==> config.mk <==
export PLATFORM = sky130hd
export DESIGN_NAME = dram_addr_sequencer_flat
export DESIGN_NICKNAME = d
export VERILOG_FILES = /design/src/rtl/dram_addr_sequencer_if.sv /design/src/rtl/dram_addr_sequencer.sv /design/src/flat_wrapper.sv
export SDC_FILE = /design/constraint.sdc
export NUM_CORES = 1
export LEC_CHECK = 0
export ABC_AREA = 1
export ABC_CLOCK_PERIOD_IN_PS = 2800
export BUFFER_PORTS_ARGS = -buffer_cell sky130_fd_sc_hd__buf_2
export CORE_ASPECT_RATIO = 1.5
export CORE_MARGIN = 2
export CORE_UTILIZATION = 40
export DETAILED_ROUTE_END_ITERATION = 8
export HOLD_SLACK_MARGIN = 0.03
export MAX_ROUTING_LAYER = met4
export PLACE_DENSITY = 0.64
export SYNTH_ARGS = -nofsm -noshare
export SYNTH_HDL_FRONTEND = slang
export SYNTH_SLANG_ARGS = --single-unit
==> constraint.sdc <==
create_clock -name clk -period 2.8 [get_ports clk]
set_clock_uncertainty 0.05 [all_clocks]
set_input_delay 0.84 -clock clk [delete_from_list [all_inputs] [get_ports clk]]
set_output_delay 0.84 -clock clk [all_outputs]
set_load 0.01 [all_outputs]
==> src/rtl/dram_addr_sequencer_if.sv <==
// Request/response bundle between the bus side and the DRAM address sequencer.
// The master modport is the sequencer view; the slave modport is the requester view.
interface dram_addr_sequencer_if #(
  parameter int ROW_ADDR_DEPTH = 8,
  parameter int COL_ADDR_DEPTH = 8
);
  logic                                     ReqValid;
  logic                                     ReqReady;
  logic                                     ReqWrite;
  logic [ROW_ADDR_DEPTH+COL_ADDR_DEPTH-1:0] ReqAddr;
  logic [ROW_ADDR_DEPTH-1:0]                AddrOut;
  logic                                     RAS;
  logic                                     CAS;
  logic                                     WE;
  logic                                     Done;
  logic                                     Busy;

  modport master (
    input  ReqValid, ReqWrite, ReqAddr,
    output ReqReady, AddrOut, RAS, CAS, WE, Done, Busy
  );

  modport slave (
    output ReqValid, ReqWrite, ReqAddr,
    input  ReqReady, AddrOut, RAS, CAS, WE, Done, Busy
  );
endinterface

==> src/rtl/dram_addr_sequencer.sv <==
// Multiplexed DRAM address initiator: row under RAS, column under CAS, with
// tRCD/tCL/tRP spacing enforced by a single down-counter.
module dram_addr_sequencer #(
  parameter int ROW_ADDR_DEPTH = 8,
  parameter int COL_ADDR_DEPTH = 8,
  parameter int T_RCD          = 2,
  parameter int T_CL           = 2,
  parameter int T_RP           = 2
) (
  input  logic                  clk,
  input  logic                  reset,
  dram_addr_sequencer_if.master bus
);
  localparam int MAX_T = (T_RCD > T_CL) ? ((T_RCD > T_RP) ? T_RCD : T_RP)
                                        : ((T_CL > T_RP) ? T_CL : T_RP);
  localparam int CW = $clog2(MAX_T + 1);
  localparam logic [CW-1:0] ONE = CW'(1);

  typedef enum logic [2:0] {
    S_IDLE, S_ACT, S_RCD_WAIT, S_COL, S_CL_WAIT, S_DONE, S_PRE
  } state_e;

  state_e                    state_q, state_d;
  logic [CW-1:0]             cnt_q, cnt_d;
  logic [ROW_ADDR_DEPTH-1:0] row_q, row_d;
  logic [COL_ADDR_DEPTH-1:0] col_q, col_d;
  logic                      wr_q, wr_d;
  logic [ROW_ADDR_DEPTH-1:0] addr_q, addr_d;
  logic                      ras_q, ras_d;
  logic                      cas_q, cas_d;
  logic                      we_q, we_d;
  logic                      done_q, done_d;
  logic                      accept;

  assign bus.ReqReady = (state_q == S_IDLE) & ~reset;
  assign accept       = bus.ReqValid & bus.ReqReady;

  always_comb begin
    state_d = state_q;
    cnt_d   = cnt_q;
    row_d   = row_q;
    col_d   = col_q;
    wr_d    = wr_q;
    case (state_q)
      S_IDLE: begin
        if (accept) begin
          state_d = S_ACT;
          row_d   = bus.ReqAddr[ROW_ADDR_DEPTH+COL_ADDR_DEPTH-1:COL_ADDR_DEPTH];
          col_d   = bus.ReqAddr[COL_ADDR_DEPTH-1:0];
          wr_d    = bus.ReqWrite;
        end
      end
      S_ACT: begin
        if (T_RCD > 1) begin
          state_d = S_RCD_WAIT;
          cnt_d   = CW'(T_RCD - 1);
        end else begin
          state_d = S_COL;
        end
      end
      S_RCD_WAIT: begin
        if (cnt_q == ONE) begin
          state_d = S_COL;
          cnt_d   = '0;
        end else begin
          cnt_d = cnt_q - ONE;
        end
      end
      S_COL: begin
        if (T_CL > 1) begin
          state_d = S_CL_WAIT;
          cnt_d   = CW'(T_CL - 1);
        end else begin
          state_d = S_DONE;
        end
      end
      S_CL_WAIT: begin
        if (cnt_q == ONE) begin
          state_d = S_DONE;
          cnt_d   = '0;
        end else begin
          cnt_d = cnt_q - ONE;
        end
      end
      S_DONE: begin
        state_d = S_PRE;
        cnt_d   = CW'(T_RP);
      end
      S_PRE: begin
        if (cnt_q == ONE) begin
          state_d = S_IDLE;
          cnt_d   = '0;
        end else begin
          cnt_d = cnt_q - ONE;
        end
      end
      default: begin
        state_d = S_IDLE;
        cnt_d   = '0;
      end
    endcase
  end

  // Outputs are decoded from the next state so they register alongside it.
  always_comb begin
    addr_d = '0;
    ras_d  = 1'b0;
    cas_d  = 1'b0;
    we_d   = 1'b0;
    done_d = 1'b0;
    case (state_d)
      S_ACT: begin
        ras_d  = 1'b1;
        addr_d = row_d;
      end
      S_RCD_WAIT: addr_d = row_d;
      S_COL: begin
        cas_d  = 1'b1;
        we_d   = wr_d;
        addr_d = ROW_ADDR_DEPTH'(col_d);
      end
      S_CL_WAIT: addr_d = ROW_ADDR_DEPTH'(col_d);
      S_DONE: begin
        done_d = 1'b1;
        addr_d = ROW_ADDR_DEPTH'(col_d);
      end
      default: addr_d = '0;
    endcase
  end

  always_ff @(posedge clk) begin
    if (reset) begin
      state_q <= S_IDLE;
      cnt_q   <= '0;
      row_q   <= '0;
      col_q   <= '0;
      wr_q    <= 1'b0;
      addr_q  <= '0;
      ras_q   <= 1'b0;
      cas_q   <= 1'b0;
      we_q    <= 1'b0;
      done_q  <= 1'b0;
    end else begin
      state_q <= state_d;
      cnt_q   <= cnt_d;
      row_q   <= row_d;
      col_q   <= col_d;
      wr_q    <= wr_d;
      addr_q  <= addr_d;
      ras_q   <= ras_d;
      cas_q   <= cas_d;
      we_q    <= we_d;
      done_q  <= done_d;
    end
  end

  assign bus.AddrOut = addr_q;
  assign bus.RAS     = ras_q;
  assign bus.CAS     = cas_q;
  assign bus.WE      = we_q;
  assign bus.Done    = done_q;
  assign bus.Busy    = (state_q != S_IDLE);
endmodule

==> src/flat_wrapper.sv <==
// flat-port wrapper written by rule: the top's interface ports become plain ports
module dram_addr_sequencer_flat 
#(
  parameter int ROW_ADDR_DEPTH = 8,
  parameter int COL_ADDR_DEPTH = 8,
  parameter int T_RCD          = 2,
  parameter int T_CL           = 2,
  parameter int T_RP           = 2
)
  (clk, reset, bus_ReqValid, bus_ReqWrite, bus_ReqAddr, bus_ReqReady, bus_AddrOut, bus_RAS, bus_CAS, bus_WE, bus_Done, bus_Busy);
  dram_addr_sequencer_if #(.ROW_ADDR_DEPTH(ROW_ADDR_DEPTH), .COL_ADDR_DEPTH(COL_ADDR_DEPTH)) bus_i ();
  input  logic clk;
  input  logic reset;
  input wire logic [$bits(bus_i.ReqValid)-1:0] bus_ReqValid;
  input wire logic [$bits(bus_i.ReqWrite)-1:0] bus_ReqWrite;
  input wire logic [$bits(bus_i.ReqAddr)-1:0] bus_ReqAddr;
  output wire logic [$bits(bus_i.ReqReady)-1:0] bus_ReqReady;
  output wire logic [$bits(bus_i.AddrOut)-1:0] bus_AddrOut;
  output wire logic [$bits(bus_i.RAS)-1:0] bus_RAS;
  output wire logic [$bits(bus_i.CAS)-1:0] bus_CAS;
  output wire logic [$bits(bus_i.WE)-1:0] bus_WE;
  output wire logic [$bits(bus_i.Done)-1:0] bus_Done;
  output wire logic [$bits(bus_i.Busy)-1:0] bus_Busy;
  assign bus_i.ReqValid = bus_ReqValid;
  assign bus_i.ReqWrite = bus_ReqWrite;
  assign bus_i.ReqAddr = bus_ReqAddr;
  assign bus_ReqReady = bus_i.ReqReady;
  assign bus_AddrOut = bus_i.AddrOut;
  assign bus_RAS = bus_i.RAS;
  assign bus_CAS = bus_i.CAS;
  assign bus_WE = bus_i.WE;
  assign bus_Done = bus_i.Done;
  assign bus_Busy = bus_i.Busy;
  dram_addr_sequencer #(.ROW_ADDR_DEPTH(ROW_ADDR_DEPTH), .COL_ADDR_DEPTH(COL_ADDR_DEPTH), .T_RCD(T_RCD), .T_CL(T_CL), .T_RP(T_RP)) u_core (.clk(clk), .reset(reset), .bus(bus_i));
endmodule
# Word-level counts from Yosys, hierarchy flattened
# Cells that the tools add are included.
# totals
out_inout_bits,14
inputBits,20
reg_bits,34
# op_classes
mux,17
n_eq_ne,12
bitwise,4
add_sub_neg,1
n_reduce_logical,7
# op_table
operator,count
$mux W8,4
$pmux W3 S7,1
$pmux W8 S2,1
$eq A3 B3 Y1 const B,5
$eq A3 B2 Y1 const B,4
$mux W3,4
$pmux W2 S4,1
$eq A3 B1 Y1 const B,2
$reduce_or A2 Y1,3
$reduce_or A3 Y1,2
$mux W1,5
$logic_not A3 Y1,1
$reduce_bool A3 Y1,1
$and A1 B1 Y1,2
$eq A2 B1 Y1 const B,1
$mux W2,1
$not A1 Y1,2
$sub A2 B1 Y2 const B,1

# Depth between registers and ports, before layout
# depth
depth_word,8
mapped_depth,9
depth_no_buf,9

# Worst setup path after synthesis
# Ideal clock, no wire load.
# synth_timing
kind,input to output
from,in reset
to,out bus_ReqReady
t_required_ns,1.910
arrival_time_ns,1.180
path_buffers,0
slack_ns,0.730
path_stages,3
cell_sequence,inv_1 -> nand3_4 -> inv_1
# synth_between
elab_chain_len,2
# synth_rtl
item,line_no,source
from (decl),flat_wrapper.sv:13,input logic reset;
$not A1 Y1,dram_addr_sequencer.sv:35,assign bus.ReqReady = (state_q == S_IDLE) & ~reset;
$and A1 B1 Y1,dram_addr_sequencer.sv:35,
to (decl),flat_wrapper.sv:17,output wire logic [$bits(bus_i.ReqReady)-1:0] bus_ReqReady;
# No other way between the ends.

# Final worst setup path
# Ends and elaborated chain as after synthesis.

==> metrics <==
VDD IR max=0.000419 V; cts repair resizes=0; die width=51.7 um; pin count of the biggest net entering global routing=19; count of input and output buffers=33; post-route ant nets=0; Core ar.=3350 um^2; Final period util=80.2%; CTS Sinks=34; type of origin of the critical path=input pin; First-pass DRT Iterations=4; Max Slew Vio Count=0; met3 usage=5.29%; GRT met1 Usage=17.7%; async set-reset flop share out of synthesis=0%; unrepaired setup endpoints after global routing=false; clock slew at reported path FFs=70 ps; Worst-Margin Slew=655 ps; combinational family with the most area after synthesis=simple AND/OR/NAND/NOR gates; Final Net Count=232; share of post-route cells with drive strength above 1=30.7%; Filler cells=347; YS warnings=0; reg2reg path depth=9; clk_lat worst skew=290 ps; Req. time, crit path=1910 ps; pre-CTS WS=534 ps; commonest non-fill, non-tap cell in the layout=nand2_1; Leak Pwr=0.856 nW; CP delay by family, top=buffers and inverters; Pwr Density=630 nW/um^2; share of the synthesized area in the top cell type=49.8%; Critical Path Fanout Max=4; Mapped Cells=172; antenna violations before repair=0; Root Buffer=clkbuf_8; post-synthesis mux area share=0%; max-cap viol count=0; GR Util met2=26.6%; R2R Path End=u_core.bus.AddrOut[2]$_SDFF_PP0_; Total GRT Usage=16.4%; Vias=1159; Worst Hold Class=reg -> reg; vias per cell=4.56; total die area=3910 um^2; starting density of the core=40.8%; Post-Synth Simple-Gate Area=38.4%; clock buffer depth=2; CP Buf/Inv Count=4; FP Rows=26; Crit. End Element=output pin; TNS Setup=0 ps; CTS Buf Count=5; Synth Register Bits=34; ANT cells=0; Synth area leaders=dfxtp_1 50%, nand2_1 14%, nand2_2 7.8%; Hold Vio Cnt, Final=0; initial drt markers=35; Post-synth EDFFs=0; critical path class=in -> out; first-pass GRT wire length=4500 um; final setup fails=0; GRT Residual Overflow=0; Compound-Gate Fraction of Synth Area=3.39%; status=finished clean; min Tclk post-route=2250 ps; Remaining DRCs=0; final WL=2710 um; data arrival time of the worst path=1360 ps; Setup crit end=bus_ReqReady; XOR/XNOR share of the synthesized area=0%; Synth Flop Type=dfxtp_1; CTS tree=done; slowest CP cell=nand3_4; WL/cell=10.7 um; most frequent cells in the layout=52 x nand2_1, 34 x dfxtp_1, 33 x buf_2, 20 x nand3_1, 17 x nand2_2; largest area contributor in the netlist=dfxtp_1; Crit. Startpoint=reset; Netlist cell types=21; setup bufs post-CTS=0; vias in the first global route=1060; cell area after synthesis=1370 um^2; Final Non-Filler Cells=254; max incr delay on CP=120 ps; Post-CTS Hold Fix Bufs=0; Avg Synthesized Cell Area=7.95 um^2; post-synthesis sequential area ratio=49.8%; post-DP HPWL=2020 um; relative slew slack=56.1%; post-synthesis adder-cell area fraction=0.915%; flop2flop setup slack=1250 ps; gr busiest metal=met2; die height=75.6 um; Cells after DPL=246; Worst Setup Slack, final=555 ps; H-tree level count=2; Post-Syn Nets=193; Layout area overhead=21.4%; Levels on crit path=5; Placer Congestion=0.734; RR Startpoint=u_core.cnt_q[1]$_SDFFE_PP0P_; I/O pins=34; fmax=445 MHz; CP cell instances=buf_2 -> inv_1 -> nand3_4 -> inv_1 -> buf_2
==> sequential cells by signal, indices dropped and copies added, names as in the netlist, 2 cells and up <==
name / flops
u_core.col_q: 8
u_core.bus.AddrOut: 8
u_core.state_q: 3
u_core.cnt_q: 2
u_core.row_q: 8
==> worst min-delay path, cell delays in order (launching register included) <==
cell and delay [ps]:
dfxtp_1 300, nand3_1 80, nand2_2 50
==> cell families (layout without fill, tap and decap cells) <==
logic type               Yosys count  in the layout
AND/OR/NAND/NOR                  108            108
flip-flops                        34             34
buffers and inverters             21             61
AO/OA/AOI/OAI                      8              8
adder cells (fa/ha/maj)            1              1
==> per-layer routing <==
layer / vias to the layer above / part of all wire [%] / wire, um
li1: 617 / - / -
met2: 29 / 51 / 1380
met1: 508 / 42 / 1140
met4: 0 / 1.9 / 51
met5: - / 0 / 0
met3: 5 / 5.2 / 140
==> how the worst min path moves through the flow <==
stage / start / end / slack [ps] / cells past startpoint
5_1_grt: u_core.col_q[5]$_SDFF_PP0_ / u_core.col_q[5]$_SDFF_PP0_ / 450 / 2
4_1_cts: u_core.col_q[1]$_SDFF_PP0_ / u_core.col_q[1]$_SDFF_PP0_ / 430 / 2
3_5_place_dp: u_core.col_q[4]$_SDFF_PP0_ / u_core.col_q[4]$_SDFF_PP0_ / 420 / 2
6_report: u_core.col_q[6]$_SDFF_PP0_ / u_core.col_q[6]$_SDFF_PP0_ / 420 / 2
2_1_floorplan: u_core.wr_q$_SDFF_PP0_ / u_core.wr_q$_SDFF_PP0_ / 400 / 2
3_3_place_gp: u_core.col_q[3]$_SDFF_PP0_ / u_core.col_q[3]$_SDFF_PP0_ / 410 / 2
==> cells in the mapped netlist, types with 2 or more instances <==
cell	number
nand2_2	17
o211ai_1	2
inv_1	16
clkbuf_1	2
a21oi_1	2
nand3_1	20
o21ai_0	3
nand2_1	52
dfxtp_1	34
nor2_1	12
nand4_1	2
==> final cells by class <==
type | instances | area (um^2) | share of cell area (%)
sequential | 34 | 681 | 41.0
multi-input combinational | 117 | 584 | 35.2
timing repair buffer | 36 | 188 | 11.3
clock buffer | 7 | 86.3 | 5.20
inverter | 17 | 63.8 | 3.84
tap | 42 | 52.6 | 3.17
clock inverter | 1 | 5.00 | 0.301
==> per-stage QoR <==
step | hold slack (ps) | cell area (um^2) | util [%] | power, mW
finish | 424 | 1660 | 49.6 | 1.05
global route | 453 | 1660 | 49.6 | 1.10
CTS | 428 | 1660 | 49.6 | 1.06
detailed placement | 416 | 1570 | 46.8 | 0.685
global placement | 413 | 1570 | 46.8 | 0.682
floorplan | 400 | 1370 | - | 0.639
==> report_power, final <==
part	total [mW]	leakage, nW	switching [mW]	internal [mW]
logic	0.141	0.529	0.0883	0.0525
clock network	0.374	0.0482	0.176	0.198
registers	0.531	0.278	0.0113	0.519
Note: power is estimated with default switching activity, not from simulation.
